--- config.mk ---
export PLATFORM = sky130hd
export DESIGN_NAME = counter_request_arbiter
export DESIGN_NICKNAME = d
export VERILOG_FILES = /design/src/rtl/counter_request_arbiter_pkg.sv /design/src/rtl/counter_request_arbiter_cell.sv /design/src/rtl/counter_request_arbiter.sv
export SDC_FILE = /design/constraint.sdc
export NUM_CORES = 1
export LEC_CHECK = 0
export ABC_AREA = 1
export ABC_CLOCK_PERIOD_IN_PS = 6200
export CAP_MARGIN = 20
export CORE_ASPECT_RATIO = 1.5
export CORE_MARGIN = 5
export CORE_UTILIZATION = 25
export CTS_CLUSTER_DIAMETER = 150
export DETAILED_ROUTE_END_ITERATION = 10
export PLACE_DENSITY = 0.46
export RECOVER_POWER = 50
export SYNTH_ARGS = -nofsm -noshare
export SYNTH_HDL_FRONTEND = slang
export SYNTH_SLANG_ARGS = --single-unit
--- constraint.sdc ---
create_clock -name CLOCK -period 6.2 [get_ports CLOCK]
set_clock_uncertainty 0.1 [all_clocks]
set_input_delay 0.93 -clock CLOCK [delete_from_list [all_inputs] [get_ports CLOCK]]
set_output_delay 0.93 -clock CLOCK [all_outputs]
set_load 0.05 [all_outputs]
--- src/rtl/counter_request_arbiter_pkg.sv ---
// Shared types and constants for the counter request arbiter.
// Direction of a pending counter increment plus address/channel defaults.
package counter_request_arbiter_pkg;

   typedef enum logic {
      CNT_PLUS  = 1'b0,
      CNT_MINUS = 1'b1
   } cnt_dir_e;

   localparam logic [5:0] DEF_BASE_ADDR = 6'o32;
   localparam int         MAX_CHAN      = 32;

endpackage

--- src/rtl/counter_request_arbiter_cell.sv ---
// One counter channel: signed pending count (plus side / minus side),
// saturating at 2**PEND_W-1 in either direction, with a sticky overflow flag.
module counter_cell
   import counter_request_arbiter_pkg::*;
#(
   parameter int PEND_W = 2
) (
   input  logic     CLOCK,
   input  logic     rst,
   input  logic     inc_p,
   input  logic     inc_m,
   input  logic     ack_hit,
   input  cnt_dir_e ack_dir,
   input  logic     ovf_clr,
   output logic     p_nz_nxt,
   output logic     m_nz_nxt,
   output logic     ovf
);

   localparam int CW = PEND_W + 2;
   localparam logic signed [CW-1:0] MAX_S  = CW'(2**PEND_W - 1);
   localparam logic signed [CW-1:0] ONE_S  = CW'(1);
   localparam logic signed [CW-1:0] ZERO_S = '0;

   logic [PEND_W-1:0]    pcnt, mcnt, pcnt_nxt, mcnt_nxt;
   logic signed [CW-1:0] cur, net, sum;
   logic                 sat;

   // Work on pcnt-mcnt as one signed value so cancellation and the
   // serviced direction fold into a single net adjustment.
   always_comb begin
      cur = $signed(CW'(pcnt)) - $signed(CW'(mcnt));
      net = $signed(CW'(inc_p)) - $signed(CW'(inc_m));
      if (ack_hit)
         net = (ack_dir == CNT_MINUS) ? net + ONE_S : net - ONE_S;
      sum = cur + net;
      sat = 1'b0;
      if (sum > MAX_S) begin
         sum = MAX_S;
         sat = 1'b1;
      end else if (sum < -MAX_S) begin
         sum = -MAX_S;
         sat = 1'b1;
      end
      pcnt_nxt = (sum > ZERO_S) ? PEND_W'(sum)  : '0;
      mcnt_nxt = (sum < ZERO_S) ? PEND_W'(-sum) : '0;
   end

   assign p_nz_nxt = |pcnt_nxt;
   assign m_nz_nxt = |mcnt_nxt;

   always_ff @(posedge CLOCK or negedge rst) begin
      if (!rst) begin
         pcnt <= '0;
         mcnt <= '0;
         ovf  <= 1'b0;
      end else begin
         pcnt <= pcnt_nxt;
         mcnt <= mcnt_nxt;
         ovf  <= sat | (ovf & ~ovf_clr);
      end
   end

endmodule

--- src/rtl/counter_request_arbiter.sv ---
// Latches per-channel increment pulses into pending counts and presents one
// registered counter request at a time to the sequencer.
module counter_request_arbiter
   import counter_request_arbiter_pkg::*;
#(
   parameter int                NCHAN       = 8,
   parameter int                PEND_W      = 2,
   parameter int                ADDR_W      = 6,
   parameter logic [ADDR_W-1:0] BASE_ADDR   = ADDR_W'(DEF_BASE_ADDR),
   parameter bit                ROUND_ROBIN = 1'b0
) (
   input  logic              CLOCK,
   input  logic              rst,
   input  logic [NCHAN-1:0]  inc_p,
   input  logic [NCHAN-1:0]  inc_m,
   input  logic              svc_ack,
   input  logic [NCHAN-1:0]  ovf_clr,
   output logic              req,
   output logic [ADDR_W-1:0] req_addr,
   output logic              req_minus,
   output logic [NCHAN-1:0]  req_chan,
   output logic [NCHAN-1:0]  ovf,
   output logic              ack_err
);

   localparam int IDX_W = (NCHAN > 1) ? $clog2(NCHAN) : 1;

   logic [NCHAN-1:0] p_nz, m_nz, elig, ack_hit;
   logic [IDX_W-1:0] sel_idx, ptr, win_idx, n_idx, n_ptr;
   cnt_dir_e         req_dir, n_dir, win_dir;
   logic             win_vld, hold_ok, n_req;
   int               arb_base, arb_idx;

   assign ack_hit = (svc_ack && req) ? req_chan : '0;

   for (genvar i = 0; i < NCHAN; i++) begin : g_cell
      counter_cell #(.PEND_W(PEND_W)) u_cell (
         .CLOCK    (CLOCK),
         .rst      (rst),
         .inc_p    (inc_p[i]),
         .inc_m    (inc_m[i]),
         .ack_hit  (ack_hit[i]),
         .ack_dir  (req_dir),
         .ovf_clr  (ovf_clr[i]),
         .p_nz_nxt (p_nz[i]),
         .m_nz_nxt (m_nz[i]),
         .ovf      (ovf[i])
      );
   end

   // Arbitrate over the post-update pending state.
   assign elig = p_nz | m_nz;

   always_comb begin
      arb_base = ROUND_ROBIN ? int'(ptr) : 0;
      arb_idx  = 0;
      win_vld  = 1'b0;
      win_idx  = '0;
      for (int k = 0; k < NCHAN; k++) begin
         arb_idx = (arb_base + k) % NCHAN;
         if (!win_vld && elig[arb_idx]) begin
            win_vld = 1'b1;
            win_idx = IDX_W'(arb_idx);
         end
      end
      win_dir = m_nz[win_idx] ? CNT_MINUS : CNT_PLUS;
   end

   assign hold_ok = (req_dir == CNT_MINUS) ? m_nz[sel_idx] : p_nz[sel_idx];

   // A held request only changes on ack (bubble) or when cancellation
   // empties its count; new winners load only from the idle state.
   always_comb begin
      n_req = req;
      n_idx = sel_idx;
      n_dir = req_dir;
      n_ptr = ptr;
      if (svc_ack && req) begin
         n_req = 1'b0;
         n_dir = CNT_PLUS;
         if (ROUND_ROBIN)
            n_ptr = (sel_idx == IDX_W'(NCHAN-1)) ? '0 : sel_idx + 1'b1;
      end else if (req) begin
         if (!hold_ok) begin
            n_req = 1'b0;
            n_dir = CNT_PLUS;
         end
      end else begin
         n_req = win_vld;
         n_idx = win_idx;
         n_dir = win_vld ? win_dir : CNT_PLUS;
      end
   end

   always_ff @(posedge CLOCK or negedge rst) begin
      if (!rst) begin
         req      <= 1'b0;
         req_dir  <= CNT_PLUS;
         sel_idx  <= '0;
         ptr      <= '0;
         req_chan <= '0;
         req_addr <= '0;
         ack_err  <= 1'b0;
      end else begin
         req      <= n_req;
         req_dir  <= n_dir;
         sel_idx  <= n_idx;
         ptr      <= n_ptr;
         req_chan <= n_req ? (NCHAN'(1) << n_idx) : '0;
         req_addr <= n_req ? BASE_ADDR + ADDR_W'(n_idx) : '0;
         ack_err  <= svc_ack & ~req;
      end
   end

   assign req_minus = (req_dir == CNT_MINUS);

endmodule

==> out/metrics.cfg <==
[synth]
netlist_area_um2=5210
synth-seq-area-share_pct=28.3
synth-seq-cells=59
netlist_instances=653
synth_fp_nets=761
yosys_warnings=0
syn_avg_cell_area_um2=7.98
synth_cell_types=35

[global_route]
grt_pass1_vias=4186
grt-ovfl-total=0
grt_pass1_wl_um=19100
antenna_found_initial=0
grt_max_degree=60
grtUsageTotal_pct=9.94

[clock_network]
ctsResizeCount=0
cts_setup_buffers=0
clock_latency_ns=0.33
cts_tree=done
clkSlewWorstSetupHoldPaths_ns=0.06
htreeDepth=3
root_buffer=clkbuf_16
cts_made_buffers=9
clockBufferDepth=2
clkSinkCount=59
hold_buffers=0

[routing]
wirelength_um=11200
drc=0
viasPerCell=4.07
drt-initial-drc-count=144
antenna_left=0
vias=3977
dr.pass1.iters=4
wl_per_cell_um=11.5

[setup_path]
critPathKind=in -> reg
worstPathMaxFanout=4
crit_arrival_ns=5.43
cpPeakStageDelay_ns=0.45
endpoint_kind=register
cp-start-kind=input port
cp_slowest_cell=clkdlybuf4s50_1
cp.required_ns=6.33

[placed_design]
portBuffers=51
pre_cts_ws_ns=0.515
post-dp-hpwl_um=9340
globalplace.congestion=0.771

[sta]
setup_violations=0
min_period_ns=5.30
setup_slack_ns=0.903
grt_setup_unrepaired=no
tightest_slew_ns=3.29
setup_tns_ns=0
fmax_ghz=0.189
slew_headroom_pct=-119
hold_viol=0
slew_violations=60
fin_crit_sh_pct=85.4

[outcome]
violations=max-capacitance violations, max-slew violations
outcome=finished with violations

[final_layout]
nets=816
final_common_cell=inv_1
ff_latch_area_um2=1480
fillerInstances=2228
drive_above_1_share_pct=11.5
diodes=0
multiInputGateArea_um2=2920
post-route-util_pct=30.9
layout_common_cells=inv_1 (178), nand2_1 (94), dfrtp_1 (59)
area_growth_syn_to_layout_pct=21.4

[floorplanning]
core_um2=20500
rows=64
start_util_pct=25.4
die_width_um=128
die_area_um2=23900
io_pins=52
die_h_um=187

[run]
drv_cap=1

[hold_path]
hp-class=reg -> reg

[cell type report]
type	instances	area share (%)
Clock buffer	9	3.56
Clock inverter	7	1.60
Inverter	196	11.7
Multi-Input combinational cell	386	46.1
Sequential cell	59	23.3
Tap cell	264	5.22
Timing Repair Buffer	56	8.52
[cells in the mapped netlist, drive strengths merged]
cell type	instances	share of area, %
a21o	2	0.29
a21oi	14	1.4
a41oi	1	0.31
buf	9	1.3
clkbuf	3	0.22
clkinv	2	0.24
dfrtp	59	28
fa	32	12
ha	49	12
inv	194	14
nand2	107	8.4
nand3	30	3.0
nand4	2	0.24
nor2	65	5.5
nor3	2	0.41
o211ai	18	2.6
o21a	2	0.29
o21ai	39	4.5
o221ai	2	0.34
o22ai	1	0.12
o31ai	8	1.9
xnor2	4	1.2
xor2	8	1.3
[routing by layer]
metal | vias to the layer above | track usage (%) | wire (um)
met5 | - | 0 | 0
met4 | 0 | 3.39 | 193
met3 | 11 | 1.63 | 282
met2 | 41 | 19.0 | 6200
met1 | 1854 | 10.8 | 4510
li1 | 2071 | - | -
[kinds of logic (layout without fill, tap and decap cells)]
group | count (synthesis) | after routing | share of synthesized area (%)
DFF | 59 | 59 | 28.3
xor gates and xnor gates | 12 | 12 | 2.59
AOI/OAI and AO/OA | 87 | 87 | 11.7
and+or+nand+nor | 206 | 206 | 17.6
buffers and inverters | 208 | 268 | 15.7
adders and majority gates | 81 | 81 | 24.1
[state kept, by name, summed over array words and instances (netlist names)]
register            flops
req_chan                8
req_addr                5
g_cell.u_cell.pcnt     16
g_cell.u_cell.mcnt     16
sel_idx                 3
ack_err                 1
g_cell.u_cell.ovf       8
req                     1
req_minus               1
[through the flow]
| stage | instances | area (um^2) | hold slack [ns] |
|---|---|---|---|
| floorplan | 653 | 5210 | 0.430 |
| global placement | 961 | 6010 | 0.452 |
| detailed placement | 961 | 6010 | 0.455 |
| CTS | 977 | 6330 | 0.464 |
| global route | 977 | 6330 | 0.503 |
| finish | 977 | 6330 | 0.454 |
[final timing paths]
| check | start | to | slack (ns) | depth (start not counted) |
|---|---|---|---|---|
| worst max-delay path | inc_p[0] | req_addr[2] | 0.90 | 27 |
| min in group asynchronous | rst | g_cell[5].u_cell.ovf | 1.69 | 2 |
| worst max register to register | req_minus | req_addr[2] | 1.13 | 25 |
| worst min-delay path | g_cell[4].u_cell.ovf | g_cell[4].u_cell.ovf | 0.45 | 2 |
| worst min register to register | g_cell[4].u_cell.ovf | g_cell[4].u_cell.ovf | 0.45 | 2 |
| max in group asynchronous | rst | g_cell[6].u_cell.ovf | 2.43 | 2 |
[critical path, delay by kind of cell]
kind | cells | cell delay [ns]
compound gates | 4 | 1.02
buf+inv | 6 | 0.78
simple gates | 12 | 1.16
fa+ha+maj | 5 | 1.56
Power is left out: the tool's default activity adds up to more than one toggle a clock period on the data nets, which glitch-free logic cannot reach.
